--- src/rtl/hello_world.sv ---
// 4-bit ripple-carry adder (A+B+CIN) with registered sum/carry; HELLO_WORLD_INREG_EN adds an input flop stage.
// Latency 1 cycle (2 with HELLO_WORLD_INREG_EN); one result per cycle.
// No backpressure: a new operand set is accepted every cycle.
module hello_world (
  input  logic clk,
  input  logic rst_n,
  input  logic a0_pad_pad,
  input  logic a1_pad_pad,
  input  logic a2_pad_pad,
  input  logic a3_pad_pad,
  input  logic b0_pad_pad,
  input  logic b1_pad_pad,
  input  logic b2_pad_pad,
  input  logic b3_pad_pad,
  input  logic cin_pad_pad,
  output logic s0_final_output_outbuf_out,
  output logic s1_final_output_outbuf_out,
  output logic s2_final_output_outbuf_out,
  output logic s3_final_output_outbuf_out,
  output logic cout_final_output_outbuf_out
);

  typedef struct packed {
    logic [3:0] a;
    logic [3:0] b;
    logic       cin;
  } opnd_t;

  opnd_t      pad_opnd;
  opnd_t      add_opnd;
  logic [4:0] carry;
  logic [3:0] sum;
  logic [4:0] res_q;

  assign pad_opnd.a   = {a3_pad_pad, a2_pad_pad, a1_pad_pad, a0_pad_pad};
  assign pad_opnd.b   = {b3_pad_pad, b2_pad_pad, b1_pad_pad, b0_pad_pad};
  assign pad_opnd.cin = cin_pad_pad;

`ifdef HELLO_WORLD_INREG_EN
  always_ff @(posedge clk or negedge rst_n) begin
    if (!rst_n) begin
      add_opnd <= '0;
    end else begin
      add_opnd <= pad_opnd;
    end
  end
`else
  assign add_opnd = pad_opnd;
`endif

  // Explicit ripple chain so each bit maps to one full-adder cell.
  assign carry[0] = add_opnd.cin;

  for (genvar i = 0; i < 4; i++) begin : g_fa
    logic p;
    assign p          = add_opnd.a[i] ^ add_opnd.b[i];
    assign sum[i]     = p ^ carry[i];
    assign carry[i+1] = (add_opnd.a[i] & add_opnd.b[i]) | (carry[i] & p);
  end

  always_ff @(posedge clk or negedge rst_n) begin
    if (!rst_n) begin
      res_q <= '0;
    end else begin
      res_q <= {carry[4], sum};
    end
  end

  assign s0_final_output_outbuf_out   = res_q[0];
  assign s1_final_output_outbuf_out   = res_q[1];
  assign s2_final_output_outbuf_out   = res_q[2];
  assign s3_final_output_outbuf_out   = res_q[3];
  assign cout_final_output_outbuf_out = res_q[4];

endmodule

--- config.mk ---
export PLATFORM = sky130hd
export DESIGN_NAME = hello_world
export DESIGN_NICKNAME = d
export VERILOG_FILES = /design/src/rtl/hello_world.sv
export SDC_FILE = /design/constraint.sdc
export NUM_CORES = 1
export LEC_CHECK = 0
export ABC_AREA = 1
export CAP_MARGIN = 30
export CORE_AREA = 4 4 41 43
export CTS_BUF_LIST = sky130_fd_sc_hd__clkbuf_16
export DETAILED_ROUTE_END_ITERATION = 8
export DIE_AREA = 0 0 45 47
export PLACE_DENSITY_LB_ADDON = 0.3
export REMOVE_ABC_BUFFERS = 1
export SETUP_SLACK_MARGIN = 0.2
export SLEW_MARGIN = 25
export SYNTH_ARGS = -nofsm -noshare
export SYNTH_HDL_FRONTEND = slang
export SYNTH_SLANG_ARGS = --single-unit
--- constraint.sdc ---
create_clock -name clk -period 0.8 [get_ports clk]
set_input_delay 0.12 -clock clk [delete_from_list [all_inputs] [get_ports clk]]
set_output_delay 0.12 -clock clk [all_outputs]
set_load 0.03 [all_outputs]
; ---- Word level (Yosys, flattened, before mapping)
; Cells that the tools add are included.
[word_totals]
ff_bits = 5
inputBits = 11
out_inout_bits = 5
elab_cells = 21
[op_classes]
n_bitwise = 20
[op_table]
columns = op, count
row1 = $and 1x1->1, 8
row2 = $xor 1x1->1, 8
row3 = $or 1x1->1, 4

; ---- Longest topological paths before layout
[depth]
depth_word = 9
mapped_depth = 8
mapped_depth_nobuf = 8

; ---- Worst setup path after synthesis
; Ideal clock, no wire load.
[synth_timing]
path_type = input-to-reg
from = in a0_pad_pad
to = reg res_q[3]
setup_time_ns = 0.064
arrival_time_ns = 1.626
required_time_ns = 0.736
setup_slack_ns = -0.890
cell_stages = 8
path_buffers = 0
path_cell_list = fa_1 -> inv_1 -> fa_1 -> inv_1 -> fa_1 -> inv_1 -> fa_1 -> inv_1
[synth_via]
elab_chain_cells = 8
elab_cells_between_ends = 9
[synth_lines]
columns = item, line
row1 = "start, declared", 7  ; input logic a0_pad_pad,
row2 = $xor 1x1->1, 56  ; assign p = add_opnd.a[i] ^ add_opnd.b[i];
row3 = $and 1x1->1, 58  ; assign carry[i+1] = (add_opnd.a[i] & add_opnd.b[i]) | (carry[i] & p);
row4 = $or 1x1->1 *, 58
row5 = $and 1x1->1 *, 58
row6 = $or 1x1->1 *, 58
row7 = $and 1x1->1 *, 58
row8 = $or 1x1->1 *, 58
row9 = $xor 1x1->1 *, 57  ; assign sum[i] = p ^ carry[i];
row10 = named net sum[3], 32  ; logic [3:0] sum;
row11 = "end signal, assigned", 65  ; res_q <= {carry[4], sum};
row12 = "end, declared", 33  ; logic [4:0] res_q;
; Mark *: on every way through the listed nets, which the timed path passes. The rest lies on a longest branch.

; ---- Final worst setup path
[layout_timing]
from = in b0_pad_pad
to = reg res_q[3]
[layout_via]
elab_chain_cells = 8
elab_cells_between_ends = 9
[layout_lines]
columns = item, line
row1 = "start, declared", 11  ; input logic b0_pad_pad,
row2 = $xor 1x1->1, 56
row3 = $and 1x1->1, 58
row4 = $or 1x1->1 *, 58
row5 = $and 1x1->1 *, 58
row6 = $or 1x1->1 *, 58
row7 = $and 1x1->1 *, 58
row8 = $or 1x1->1 *, 58
row9 = $xor 1x1->1 *, 57
row10 = named net sum[3], 32
; Marks and branches as above.

==> flow_results.xml <==
<?xml version="1.0" encoding="UTF-8"?>
<metrics>
  <group name="worst_setup_path">
    <metric name="critPathMaxStageDelay" unit="ps">390</metric>
    <metric name="crit_path_cell_trace" unit="">buf_6 -&gt; fa_2 -&gt; inv_2 -&gt; fa_2 -&gt; inv_2 -&gt; fa_2 -&gt; inv_2 -&gt; fa_1 -&gt; inv_1</metric>
    <metric name="worst_ep_required_time" unit="ps">960</metric>
    <metric name="cp-end-kind" unit="">flop</metric>
    <metric name="crit_path_max_fanout" unit="">1</metric>
    <metric name="timing.setup.critical_path_class" unit="">in -&gt; reg</metric>
    <metric name="worst_ep_arrival" unit="ps">1710</metric>
    <metric name="cp_slowest_cell" unit="">sky130_fd_sc_hd__fa_1</metric>
    <metric name="crit_start_category" unit="">input port</metric>
  </group>
  <group name="global_route">
    <metric name="first_global_vias" unit="">211</metric>
    <metric name="pin_count_of_the_biggest_net_entering_global_routing" unit="">6</metric>
    <metric name="track_usage" unit="%">5.91</metric>
    <metric name="grt_antenna_before_repair" unit="">0</metric>
    <metric name="grt_pass1_wl" unit="µm">786</metric>
    <metric name="grt_overflow_total" unit="">0</metric>
  </group>
  <group name="die">
    <metric name="rows" unit="">13</metric>
    <metric name="floorplan.die.width" unit="µm">45</metric>
    <metric name="die-area" unit="µm²">2120</metric>
    <metric name="fp.coreArea" unit="µm²">1300</metric>
    <metric name="die_h" unit="µm">47</metric>
    <metric name="initial_util" unit="%">18.7</metric>
    <metric name="top_level_ports" unit="">16</metric>
  </group>
  <group name="clock_network">
    <metric name="post_cts_hold_buffer_count" unit="">0</metric>
    <metric name="cts_inserted_buffers" unit="">3</metric>
    <metric name="buffer_levels_on_the_longest_clock_path" unit="">2</metric>
    <metric name="clock_tree.htree_level_count" unit="">1</metric>
    <metric name="clock_tree.root_cell" unit="">sky130_fd_sc_hd__clkbuf_16</metric>
    <metric name="clkSinkCount" unit="">5</metric>
    <metric name="clkSlewWorstSetupHoldPaths" unit="ps">30</metric>
    <metric name="cts_tree" unit="">built</metric>
  </group>
  <group name="detailed_routing">
    <metric name="totalWireLength" unit="µm">469</metric>
    <metric name="vias" unit="">182</metric>
    <metric name="routed_via_density" unit="">3.43</metric>
    <metric name="dr.first_iter.drc_count" unit="">0</metric>
    <metric name="antenna_left" unit="">0</metric>
    <metric name="route.detailed.drc" unit="">0</metric>
    <metric name="detail_route.wl_per_cell" unit="µm">8.85</metric>
    <metric name="detail_route.first_pass.iterations" unit="">1</metric>
  </group>
  <group name="pwr">
    <metric name="power_density" unit="nW/µm²">2810</metric>
    <metric name="power.leakage" unit="nW">0.252</metric>
    <metric name="ir_worst_vdd" unit="V">0.000827</metric>
    <metric name="power" unit="mW">1.40</metric>
  </group>
  <group name="layout">
    <metric name="finish.instance_area" unit="µm²">499</metric>
    <metric name="largest-register" unit="">res_q</metric>
    <metric name="final_core_utilization" unit="%">38.4</metric>
    <metric name="final_cells" unit="">53</metric>
    <metric name="antennaDiodeCount" unit="">0</metric>
    <metric name="drive_gt1_share" unit="%">50.0</metric>
    <metric name="fillers" unit="">142</metric>
    <metric name="largest_registers" unit="">res_q (5)</metric>
    <metric name="syn2layout_area_growth" unit="%">106</metric>
    <metric name="final_nets" unit="">54</metric>
    <metric name="flip_flop_count_of_the_largest_register_after_layout" unit="">5</metric>
  </group>
  <group name="status">
    <metric name="run_status" unit="">complete, but fails checks</metric>
    <metric name="violations_in_the_final_reports" unit="">negative setup slack</metric>
  </group>
  <group name="placed_design">
    <metric name="numPortBuffers" unit="">15</metric>
    <metric name="placement.setup.worst_slack" unit="ps">-1420</metric>
    <metric name="cell_total_after_placement" unit="">49</metric>
    <metric name="place_area" unit="µm²">399</metric>
    <metric name="detailed_place_hpwl" unit="µm">406</metric>
    <metric name="gpl.final_weighted_congestion" unit="">0.603</metric>
  </group>
  <group name="timing">
    <metric name="timing.fmax" unit="GHz">0.646</metric>
    <metric name="setup_viol" unit="">9</metric>
    <metric name="setup_tns" unit="ps">-2110</metric>
    <metric name="post-route-period-util" unit="%">194</metric>
    <metric name="worst_pin_slew" unit="ps">216</metric>
    <metric name="holdWs" unit="ps">115</metric>
    <metric name="min_period" unit="ps">1550</metric>
    <metric name="maxSlewViolCount" unit="">0</metric>
    <metric name="grt_setup_unrepaired" unit="">true</metric>
    <metric name="relSlewSlack" unit="%">85.5</metric>
    <metric name="timing.final.ws_setup" unit="ps">-748</metric>
    <metric name="hold_violations" unit="">0</metric>
  </group>
  <group name="logic_synthesis">
    <metric name="netlist-cell-type-count" unit="">3</metric>
    <metric name="synth_area" unit="µm²">243</metric>
    <metric name="synth.yosys.seq_area_share" unit="%">51.5</metric>
    <metric name="netlist_instances" unit="">19</metric>
    <metric name="synth-seq-cells" unit="">5</metric>
    <metric name="synth_area_per_cell" unit="µm²">12.8</metric>
    <metric name="yosys_warn_count" unit="">0</metric>
  </group>
  <group name="hold_path">
    <metric name="min-delay-path-class" unit="">in -&gt; async</metric>
  </group>
  <group name="run">
    <metric name="cap_violations" unit="">0</metric>
  </group>
</metrics>
==> cell type report <==
class | instances | area [µm²] | share of cell area (%)
well taps | 15 | 18.8 | 3.76
flip-flops and latches | 5 | 125 | 25.1
clock buffers | 3 | 75.1 | 15.0
repair buffers | 15 | 151 | 30.3
clock inverters | 1 | 3.75 | 0.752
inverters | 10 | 37.5 | 7.52
multi-input cells | 4 | 87.6 | 17.5
==> worst max path at each step <==
stage | from | endpoint | slack [ps] | depth (start not counted)
2_1_floorplan | a0_pad_pad | res_q[3] | -890 | 8
3_3_place_gp | a0_pad_pad | res_q[3] | -1380 | 9
3_5_place_dp | a0_pad_pad | res_q[3] | -1420 | 9
4_1_cts | a0_pad_pad | res_q[3] | -800 | 9
5_1_grt | b0_pad_pad | res_q[3] | -790 | 9
6_report | b0_pad_pad | res_q[3] | -750 | 9
==> synthesized netlist by cell type <==
| master | number | area [µm²] |
|---|---|---|
| sky130_fd_sc_hd__inv_1 | 10 | 37.5 |
| sky130_fd_sc_hd__dfrtp_1 | 5 | 125 |
| sky130_fd_sc_hd__fa_1 | 4 | 80.1 |
==> logic make-up after synthesis <==
| logic type | share of synthesized area [%] |
|---|---|
| fa+ha+maj | 33.0 |
| flops | 51.5 |
| buf+inv | 15.5 |
==> report_power, final <==
| part | switching (mW) | internal (mW) |
|---|---|---|
| registers | 0.0186 | 0.296 |
| logic | 0.153 | 0.146 |
| clock network | 0.144 | 0.645 |
| total | 0.316 | 1.09 |
==> critical path, delay by kind of cell <==
family / cells / cell delay [ps]
buffers and inverters: 5 / 320
adder cells (fa/ha/maj): 4 / 1270
==> layer usage <==
| layer | routed length [µm] | track usage [%] |
|---|---|---|
| met2 | 202 | 7.91 |
| met4 | 0 | 7.02 |
| met3 | 98 | 4.21 |
| met1 | 168 | 5.40 |
| met5 | 0 | 0 |
==> placed cells by master (no fill, tap or decap), drive strengths merged <==
master,synthesis,layout
clkdlybuf4s50,0,5
inv,10,11
fa,4,4
buf,0,8
clkbuf,0,3
dfrtp,5,5
dlygate4sd2,0,2
==> what timing repair did <==
action / 4_1_cts / 5_1_grt
pin swaps: 4 / 4
resized for setup: 28 / 1
setup endpoints to repair: 10 / 10
cloned: 0 / 0
buffers inserted: 0 / 0
Note: power is estimated with default switching activity, not from simulation.
